**src/rtl/if_fetch_stage.sv**
```systemverilog
// Instruction-fetch stage: owns the PC, drives a req/ack instruction-memory port,
// loads the IF/ID register, buffers one word across freezes and drains in-flight fetches on redirect.
module if_fetch_stage #(
  parameter logic [31:0] RESET_PC = 32'h0000_0000
) (
  input  logic        clk,
  input  logic        rst_n,
  input  logic        freeze,
  input  logic        branch_taken,
  input  logic [31:0] branch_target,
  output logic        imem_req,
  output logic [31:0] imem_addr,
  input  logic        imem_ack,
  input  logic [31:0] imem_rdata,
  output logic        if_id_valid,
  output logic [31:0] if_id_pc,
  output logic [31:0] if_id_instr,
  output logic [5:0]  if_id_opcode
);

  typedef enum logic [1:0] {
    S_IDLE,
    S_FETCH,
    S_HOLD,
    S_DRAIN
  } state_t;

  state_t      r_state, w_state_nxt;
  logic [31:0] r_pc, w_pc_nxt;
  logic        r_if_id_valid, w_if_id_valid_nxt;
  logic [31:0] r_if_id_pc, w_if_id_pc_nxt;
  logic [31:0] r_if_id_instr, w_if_id_instr_nxt;
  logic [31:0] r_hold_buf, w_hold_buf_nxt;
  logic [31:0] r_redirect_tgt, w_redirect_tgt_nxt;

  logic [31:0] w_pc_plus4;
  logic [31:0] w_target;

  assign w_pc_plus4 = r_pc + 32'd4;
  assign w_target   = branch_target & ~32'h0000_0003;

  // In DRAIN the PC is left untouched until the ack, so the address stays stable.
  assign imem_req     = (r_state == S_FETCH) || (r_state == S_DRAIN);
  assign imem_addr    = r_pc;
  assign if_id_valid  = r_if_id_valid;
  assign if_id_pc     = r_if_id_pc;
  assign if_id_instr  = r_if_id_valid ? r_if_id_instr : 32'h0;
  assign if_id_opcode = if_id_instr[31:26];

  always_comb begin
    // NOTE: every target gets its hold value first so no path through the case infers a latch.
    w_state_nxt        = r_state;
    w_pc_nxt           = r_pc;
    w_if_id_valid_nxt  = r_if_id_valid;
    w_if_id_pc_nxt     = r_if_id_pc;
    w_if_id_instr_nxt  = r_if_id_instr;
    w_hold_buf_nxt     = r_hold_buf;
    w_redirect_tgt_nxt = r_redirect_tgt;

    case (r_state)
      S_IDLE: w_state_nxt = S_FETCH;

      S_FETCH: begin
        if (branch_taken) begin
          w_if_id_valid_nxt = 1'b0;
          if (imem_ack) begin
            w_pc_nxt = w_target;
          end else begin
            w_redirect_tgt_nxt = w_target;
            w_state_nxt        = S_DRAIN;
          end
        end else if (imem_ack) begin
          if (freeze) begin
            w_hold_buf_nxt = imem_rdata;
            w_state_nxt    = S_HOLD;
          end else begin
            w_if_id_valid_nxt = 1'b1;
            w_if_id_pc_nxt    = w_pc_plus4;
            w_if_id_instr_nxt = imem_rdata;
            w_pc_nxt          = w_pc_plus4;
          end
        end
      end

      S_HOLD: begin
        if (branch_taken) begin
          w_if_id_valid_nxt = 1'b0;
          w_pc_nxt          = w_target;
          w_state_nxt       = S_FETCH;
        end else if (!freeze) begin
          w_if_id_valid_nxt = 1'b1;
          w_if_id_pc_nxt    = w_pc_plus4;
          w_if_id_instr_nxt = r_hold_buf;
          w_pc_nxt          = w_pc_plus4;
          w_state_nxt       = S_FETCH;
        end
      end

      S_DRAIN: begin
        // A newer redirect always wins, even when it lands on the draining ack.
        if (branch_taken) begin
          w_if_id_valid_nxt  = 1'b0;
          w_redirect_tgt_nxt = w_target;
        end
        if (imem_ack) begin
          w_pc_nxt    = branch_taken ? w_target : r_redirect_tgt;
          w_state_nxt = S_FETCH;
        end
      end

      default: w_state_nxt = S_IDLE;
    endcase
  end

  always_ff @(posedge clk or negedge rst_n) begin
    if (!rst_n) begin
      r_state        <= S_IDLE;
      r_pc           <= RESET_PC;
      r_if_id_valid  <= 1'b0;
      r_if_id_pc     <= 32'h0;
      r_if_id_instr  <= 32'h0;
      r_hold_buf     <= 32'h0;
      r_redirect_tgt <= 32'h0;
    end else begin
      // NOTE: non-blocking assignments so every register samples pre-edge values.
      r_state        <= w_state_nxt;
      r_pc           <= w_pc_nxt;
      r_if_id_valid  <= w_if_id_valid_nxt;
      r_if_id_pc     <= w_if_id_pc_nxt;
      r_if_id_instr  <= w_if_id_instr_nxt;
      r_hold_buf     <= w_hold_buf_nxt;
      r_redirect_tgt <= w_redirect_tgt_nxt;
    end
  end

endmodule

```
**config.mk**
```make
export PLATFORM = sky130hd
export DESIGN_NAME = if_fetch_stage
export DESIGN_NICKNAME = d
export VERILOG_FILES = /design/src/rtl/if_fetch_stage.sv
export SDC_FILE = /design/constraint.sdc
export NUM_CORES = 1
export LEC_CHECK = 0
export CORE_MARGIN = 8
export CORE_UTILIZATION = 48
export CTS_BUF_LIST = sky130_fd_sc_hd__clkbuf_4 sky130_fd_sc_hd__clkbuf_8
export DETAILED_ROUTE_END_ITERATION = 10
export GPL_TIMING_DRIVEN = 0
export PLACE_DENSITY_LB_ADDON = 0.2
export SETUP_SLACK_MARGIN = 0.5
export SYNTH_ARGS = -nofsm -noshare
export SYNTH_HDL_FRONTEND = slang
export SYNTH_SLANG_ARGS = --single-unit
```
**constraint.sdc**
```tcl
create_clock -name clk -period 3.08 [get_ports clk]
set_clock_uncertainty 0.05 [all_clocks]
set_input_delay 0.308 -clock clk [delete_from_list [all_inputs] [get_ports clk]]
set_output_delay 0.308 -clock clk [all_outputs]
set_load 0.02 [all_outputs]
```
==> out/metrics.csv, run 1 <==
metric,value,unit
run status,"finished, final reports clean",
Yosys reg bits,163,
crit-path cells,clkbuf_1 -> and4_1 -> clkbuf_2 -> nand4_1 -> clkbuf_1 -> o311ai_0 -> o211ai_1,
total setup buffers inserted after CTS,0,
post-synth top area cell,dfrtp_1,
total grt overflow,0,
Comb pwr share,52.6,%
Post-synth EDFFs,0,
Slew Limit Fails,0,
fill count,1559,
WP data required,3.36,ns
initial antenna violation count,0,
Max H-tree Level,4,
deepest clock path buffer count,2,
f_max,0.4060,GHz
Total Routed Length,24.17,mm
Switch Pwr,4634,µW
CP startpoint,imem_addr[5],
Max-slew headroom,36.37,%
Worst-path clk slew,0.08,ns
Mapped Area,8567,µm²
most frequent cells in the layout,"167 x clkdlybuf4s50_1, 162 x dfrtp_1, 131 x mux2_2",
CTS sink cnt,163,
Port Buffers,169,
via count,6983,
hpwl dp,17.40,mm
hold_sp,imem_ack,
CP peak stage delay,0.37,ns
pwr dens,1049,nW/µm²
max-cap viol count,0,
Synth top area share,47.61,%
fin worst setup slack,0.6169,ns
All-Layer GR Usage,21.90,%
Finish-stage setup viols,0,
Yosys cell types,58,
routability-driven placement congestion ratio,0.9314,
"commonest non-fill, non-tap cell in the layout",clkdlybuf4s50_1,
Synth Instances,786,
final core occ,62.26,%
CTS root buf,clkbuf_8,
crit-path most repeated cell,clkbuf_1,
Final Hold Viols,0,
hold crit path type,input pin to flip-flop,
VDD IR-drop max,0.4871,mV
Sw Ratio,40.05,%
slowest CP cell,dfrtp_1,
total CTS buffers,17,
Area contributors post-synth,"dfrtp_1 48%, mux2_2 17%, a21oi_1 3.2%",
Main synth FF type,dfrtp_1,
1st-iter DRT viols,557,
startpoint types,flip-flop,
period utilization,79.97,%
worst setup path category,flip-flop to flip-flop,
Post-Syn Area per Cell,10.90,µm²
largest net degree at the start of global routing,86,
Die Ht,149.6,µm
first-pass GRT wire length,38.32,mm
Clock power frac,13.5,%
DR vias/cell,5.738,
CTS tree,built,
die span in x,149.6,µm
Site Rows,49,
worst flop-to-flop path startpoint,imem_addr[5],
"antenna viol nets, final",0,
Mapped Nets,860,
DRT Pass-1 Iters,6,
worst slack at placement,0.1674,ns
Tightest Pin Transition,0.9457,ns
Die ar.,22380,µm²
"FFs w/ async S/R, synth",100.0,%
number of global-route vias before repair,7009,
CP Data Arrival Time,2.74,ns
share of layout cells above drive strength 1,23.28,%
leakage,0.004459,µW
core area,17720,µm²
register area share after synthesis,47.61,%
diodes inserted,0,
DRC,0,
Sequential Power Share,33.8,%
IO Pins,173,
Tot Pwr,11570,µW
fin nets,1050,
worst skew pair latency,0.46,ns
RSZ-0062 raised after global routing,false,
worst-path fanout max,10,
Crit. End Element,flip-flop,
Ys Warns,0,
internal power,6936,µW
Area Growth Syn to Fin,28.76,%
Initial Util,48.35,%
minimum clock period,2.463,ns
wire length per cell,19.86,µm
## cells by family (layout without fill, tap and decap cells)
logic type | after synthesis | in the layout | synth area share [%]
AOI/OAI and AO/OA | 181 | 181 | 13.99
xor gates and xnor gates | 14 | 14 | 1.431
adders and majority gates | 5 | 5 | 0.7302
buffers and inverters | 87 | 289 | 4.557
DFF | 163 | 163 | 47.61
muxes | 145 | 145 | 18.85
and+or+nand+nor | 191 | 191 | 12.82
## registers in the layout, summed over array words and instances (netlist names)
name,flops
r_if_id_instr,32
r_redirect_tgt,32
if_id_valid,1
r_hold_buf,32
if_id_pc,32
imem_addr,32
r_state,2
## power by group through the flow
stage | logic (µW) | clock network [µW] | registers (µW)
final | 6090 | 1570 | 3910
after floorplan | 3400 | 0 | 4220
after global routing | 6570 | 1690 | 4050
after global placement | 5970 | 0 | 3910
after detailed placement | 6060 | 0 | 3940
after CTS | 6100 | 1600 | 3900
## cell type report
| cell class | instances | area [µm²] | share of cell area (%) |
|---|---|---|---|
| Multi-Input combinational cell | 536 | 4110 | 37.26 |
| Sequential cell | 163 | 4080 | 36.99 |
| Timing Repair Buffer | 171 | 1733 | 15.71 |
| Buffer | 76 | 384.1 | 3.482 |
| Clock buffer | 22 | 290.3 | 2.632 |
| Tap cell | 229 | 286.5 | 2.598 |
| Clock inverter | 9 | 105.1 | 0.9528 |
| Inverter | 11 | 41.29 | 0.3743 |
## layer usage
| layer | routed length (µm) | part of all wire (%) | up-vias | GRT usage [%] |
|---|---|---|---|---|
| li1 | - | - | 3286 | - |
| met1 | 10320 | 43 | 3394 | 29.06 |
| met2 | 11440 | 47 | 263 | 34.93 |
| met3 | 1936 | 8.0 | 40 | 4.899 |
| met4 | 468 | 1.9 | 0 | 7.017 |
| met5 | 0 | 0 | - | 0 |
## synth_stat cells (3+ instances only)
master / instances
nand4_1: 15
a41oi_1: 4
and4_1: 4
inv_1: 11
a22o_1: 13
nor4_1: 3
a211o_1: 3
nor2b_1: 10
a221oi_1: 4
o211ai_1: 11
a22oi_1: 7
nor2_1: 24
dfrtp_1: 163
nand2_1: 22
or2_2: 3
or4_1: 10
o22ai_1: 8
o21ai_0: 22
nand3_1: 19
nor3_1: 6
a21oi_1: 55
mux2_2: 131
o2bb2ai_1: 3
a31oi_1: 18
buf_1: 10
a211oi_1: 5
mux2i_1: 14
o311ai_0: 6
clkbuf_1: 36
and2_1: 40
buf_2: 19
buf_4: 8
ha_1: 5
xnor2_1: 12
o31ai_1: 9
and3_1: 8
or3_1: 18
## worst max-delay path, delay by kind of cell (launching register included)
family	cells	cell delay, ns
AND/OR/NAND/NOR	2	0.58
AO/OA/AOI/OAI	2	0.51
buffers and inverters	3	0.81
flip-flops	1	0.37
## final timing paths
| path | endpoint | slack, ns | cells past startpoint |
|---|---|---|---|
| hold reg to reg | r_redirect_tgt[1] | 0.45 | 1 |
| hold / removal | r_state[0] | 0.25 | 3 |
| min in group asynchronous | r_hold_buf[23] | 0.35 | 2 |
| setup / recovery | imem_addr[29] | 0.62 | 7 |
| setup reg to reg | imem_addr[29] | 0.62 | 7 |
| max in group asynchronous | r_redirect_tgt[26] | 1.80 | 3 |
## repair_timing
action / CTS / global route
hold buffers: 1 / 0
resized for setup: 14 / 27
setup endpoints to repair: 105 / 88
endpoints found under the hold margin: 78 / 0
## metrics by stage
step / cells / area [µm²] / hold slack, ns / TNS (ns)
after floorplan: 786 / 8567 / -0.03759 / 0
after global placement: 1184 / 10550 / 0.4236 / -840.98
after detailed placement: 1185 / 10580 / 0.2771 / 0
after CTS: 1217 / 11000 / 0.2246 / 0
after global routing: 1217 / 11030 / 0.2626 / 0
final: 1217 / 11030 / 0.2453 / 0
Power figures use the tool's default switching activity.
==> run 2, diff against run 1 <==
==> constraint.sdc (replaced) <==
create_clock -name clk -period 2.5 [get_ports clk]
set_clock_uncertainty 0.05 [all_clocks]
set_input_delay 0.25 -clock clk [delete_from_list [all_inputs] [get_ports clk]]
set_output_delay 0.25 -clock clk [all_outputs]
set_load 0.02 [all_outputs]
==> out/metrics.csv, run 2 (synthesis gave the netlist of run 1 again) <==
metric,value,unit,change
total grt overflow,0,,unchanged
via count,7957,,"was 6,983"
Register Area,4101,µm²,was 4080 µm²
total CTS buffers,17,,unchanged
crit-path cells,inv_2 -> ha_4 -> buf_8 -> o21ba_4 -> a211o_4 -> buf_6 -> or3_4 -> o211ai_1,,was clkbuf_1 -> and4_1 -> clkbuf_2 -> nand4_1 -> clkbuf_1 -> o311ai_0 -> o211ai_1
CP Data Arrival Time,2.53,ns,was 2.74 ns
worst skew pair latency,0.46,ns,about the same
VDD IR-drop max,0.6459,mV,was 0.4871 mV
startpoint types,flip-flop,,unchanged
fin nets,1133,,"was 1,050"
number of global-route vias before repair,7766,,"was 7,009"
max-cap viol count,0,,unchanged
WP data required,2.80,ns,was 3.36 ns
f_max,0.4492,GHz,was 0.4060 GHz
dpl cell area,10660,µm²,"was 10,580 µm²"
CTS tree,built,,unchanged
CP peak stage delay,0.43,ns,was 0.37 ns
Finish-stage setup viols,0,,unchanged
Final Hold Viols,0,,unchanged
1st-iter DRT viols,674,,was 557
Slew Limit Fails,0,,unchanged
Max-slew headroom,52.74,%,was 36.37%
GR Util met2,37.34,%,was 34.93%
Initial Util,48.35,%,unchanged
deepest clock path buffer count,2,,unchanged
core area,17720,µm²,unchanged
CTS sink cnt,163,,unchanged
run status,"finished, final reports clean",,unchanged
routability-driven placement congestion ratio,0.8642,,was 0.9314
most frequent cells in the layout,"145 x dfrtp_1, 129 x clkdlybuf4s50_1, 68 x mux2_2, 68 x buf_4, 63 x mux2_4",,"was 167 x clkdlybuf4s50_1, 162 x dfrtp_1, 131 x mux2_2"
GRT busiest layer,met2,,unchanged
DRT Pass-1 Iters,6,,unchanged
wire length per cell,22.15,µm,was 19.86 µm
slowest CP cell,dfrtp_2,,was dfrtp_1
GRT met3 Usage,5.020,%,was 4.899%
Site Rows,49,,unchanged
IO Pins,173,,unchanged
Area Growth Syn to Fin,50.05,%,was 28.76%
initial antenna violation count,2,,was 0
hpwl dp,18.00,mm,was 17.40 mm
Worst-path clk slew,0.09,ns,was 0.08 ns
worst setup path category,flip-flop to flip-flop,,unchanged
share of layout cells above drive strength 1,37.50,%,was 23.28%
leakage,0.005614,µW,was 0.004459 µW
Total Routed Length,28.84,mm,was 24.17 mm
CTS root buf,clkbuf_8,,unchanged
Port Buffers,169,,unchanged
Reg2Reg Setup Slack,0.27,ns,was 0.62 ns
die span in x,149.6,µm,unchanged
pwr dens,1387,nW/µm²,was 1049 nW/µm²
largest net degree at the start of global routing,85,,was 86
RSZ-0062 raised after global routing,true,,was false
Tot Pwr,17830,µW,"was 11,570 µW"
worst-path fanout max,5,,was 10
non-filler cells in the finished layout,1302,,"was 1,217"
area of the multi-input gates,4681,µm²,was 4110 µm²
hold crit path type,input pin to flip-flop,,unchanged
"commonest non-fill, non-tap cell in the layout",dfrtp_1,,was clkdlybuf4s50_1
period utilization,89.05,%,was 79.97%
Tightest Pin Transition,0.7089,ns,was 0.9457 ns
Crit. End Element,flip-flop,,unchanged
"antenna viol nets, final",0,,unchanged
minimum clock period,2.226,ns,was 2.463 ns
DRC,0,,unchanged
DR vias/cell,6.111,,was 5.738
Top delay family on crit path,compound AO/OA/AOI/OAI gates,,was buffers and inverters
first-pass GRT wire length,42.42,mm,was 38.32 mm
Max H-tree Level,4,,unchanged
Die Ht,149.6,µm,unchanged
All-Layer GR Usage,24.19,%,was 21.90%
CP bufs+invs,3,,unchanged
fill count,1216,,"was 1,559"
cell area after layout,12850,µm²,"was 11,030 µm²"
cell total after placement,1185,,unchanged
Die ar.,22380,µm²,unchanged
GR Layer Usage met1,32.49,%,was 29.06%
==> run 2: worst reg2reg max path, delay by kind of cell, from the launching register on <==
family | cells | cell delay, ns
AO/OA/AOI/OAI | 3 | 0.80
flip-flops | 1 | 0.43
buffers and inverters | 3 | 0.35
AND/OR/NAND/NOR | 1 | 0.33
adder cells (fa/ha/maj) | 1 | 0.17
==> run 2: per-layer routing <==
| metal | vias up | share of wire [%] |
|---|---|---|
| li1 | 3470 | - |
| met1 | 3957 | 42 |
| met2 | 435 | 46 |
| met3 | 93 | 8.4 |
| met4 | 2 | 3.7 |
| met5 | - | 0.045 |
==> run 2: layout make-up <==
| type | instances | share of cell area, % |
|---|---|---|
| Antenna cell | 1 | 0.01947 |
| Buffer | 76 | 6.307 |
| Clock buffer | 18 | 1.879 |
| Clock inverter | 14 | 0.9636 |
| Inverter | 11 | 0.3212 |
| Multi-Input combinational cell | 536 | 36.41 |
| Sequential cell | 163 | 31.91 |
| Tap cell | 229 | 2.229 |
| Timing Repair Buffer | 254 | 19.96 |
==> run 2: through the flow <==
stage / hold slack (ns) / setup slack, ns / utilization [%] / setup TNS, ns
finish: 0.2276 / 0.2737 / 72.55 / 0
global route: 0.2334 / 0.2428 / 72.55 / 0
CTS: 0.1880 / 0.3199 / 68.32 / 0
detailed placement: 0.2355 / -0.3039 / 60.18 / -9.753
global placement: 0.4290 / -6.404 / 60.00 / -951.33
floorplan: -0.09559 / 0.4359 / - / 0
==> run 2: power by group <==
group	internal (µW)	switching, µW
clock network	732	1090
registers	3970	960
logic	6100	4970
==> run 2: what timing repair did <==
action	in CTS	in global routing
hold buffers	1	0
endpoints found under the setup margin	195	171
endpoints found under the hold margin	79	0
pin swaps	19	17
cloned	10	2
setup buffers	41	30
resized for setup	227	155
==> run 2: path summary, 6_finish.rpt <==
check,startpoint,end,cells past startpoint
min in group asynchronous,rst_n,r_hold_buf[26],2
worst max-delay path,r_state[1],imem_addr[21],8
worst max register to register,r_state[1],imem_addr[21],8
worst min register to register,r_redirect_tgt[1],r_redirect_tgt[1],1
max in group asynchronous,rst_n,imem_addr[2],3
worst min-delay path,imem_ack,r_hold_buf[1],3
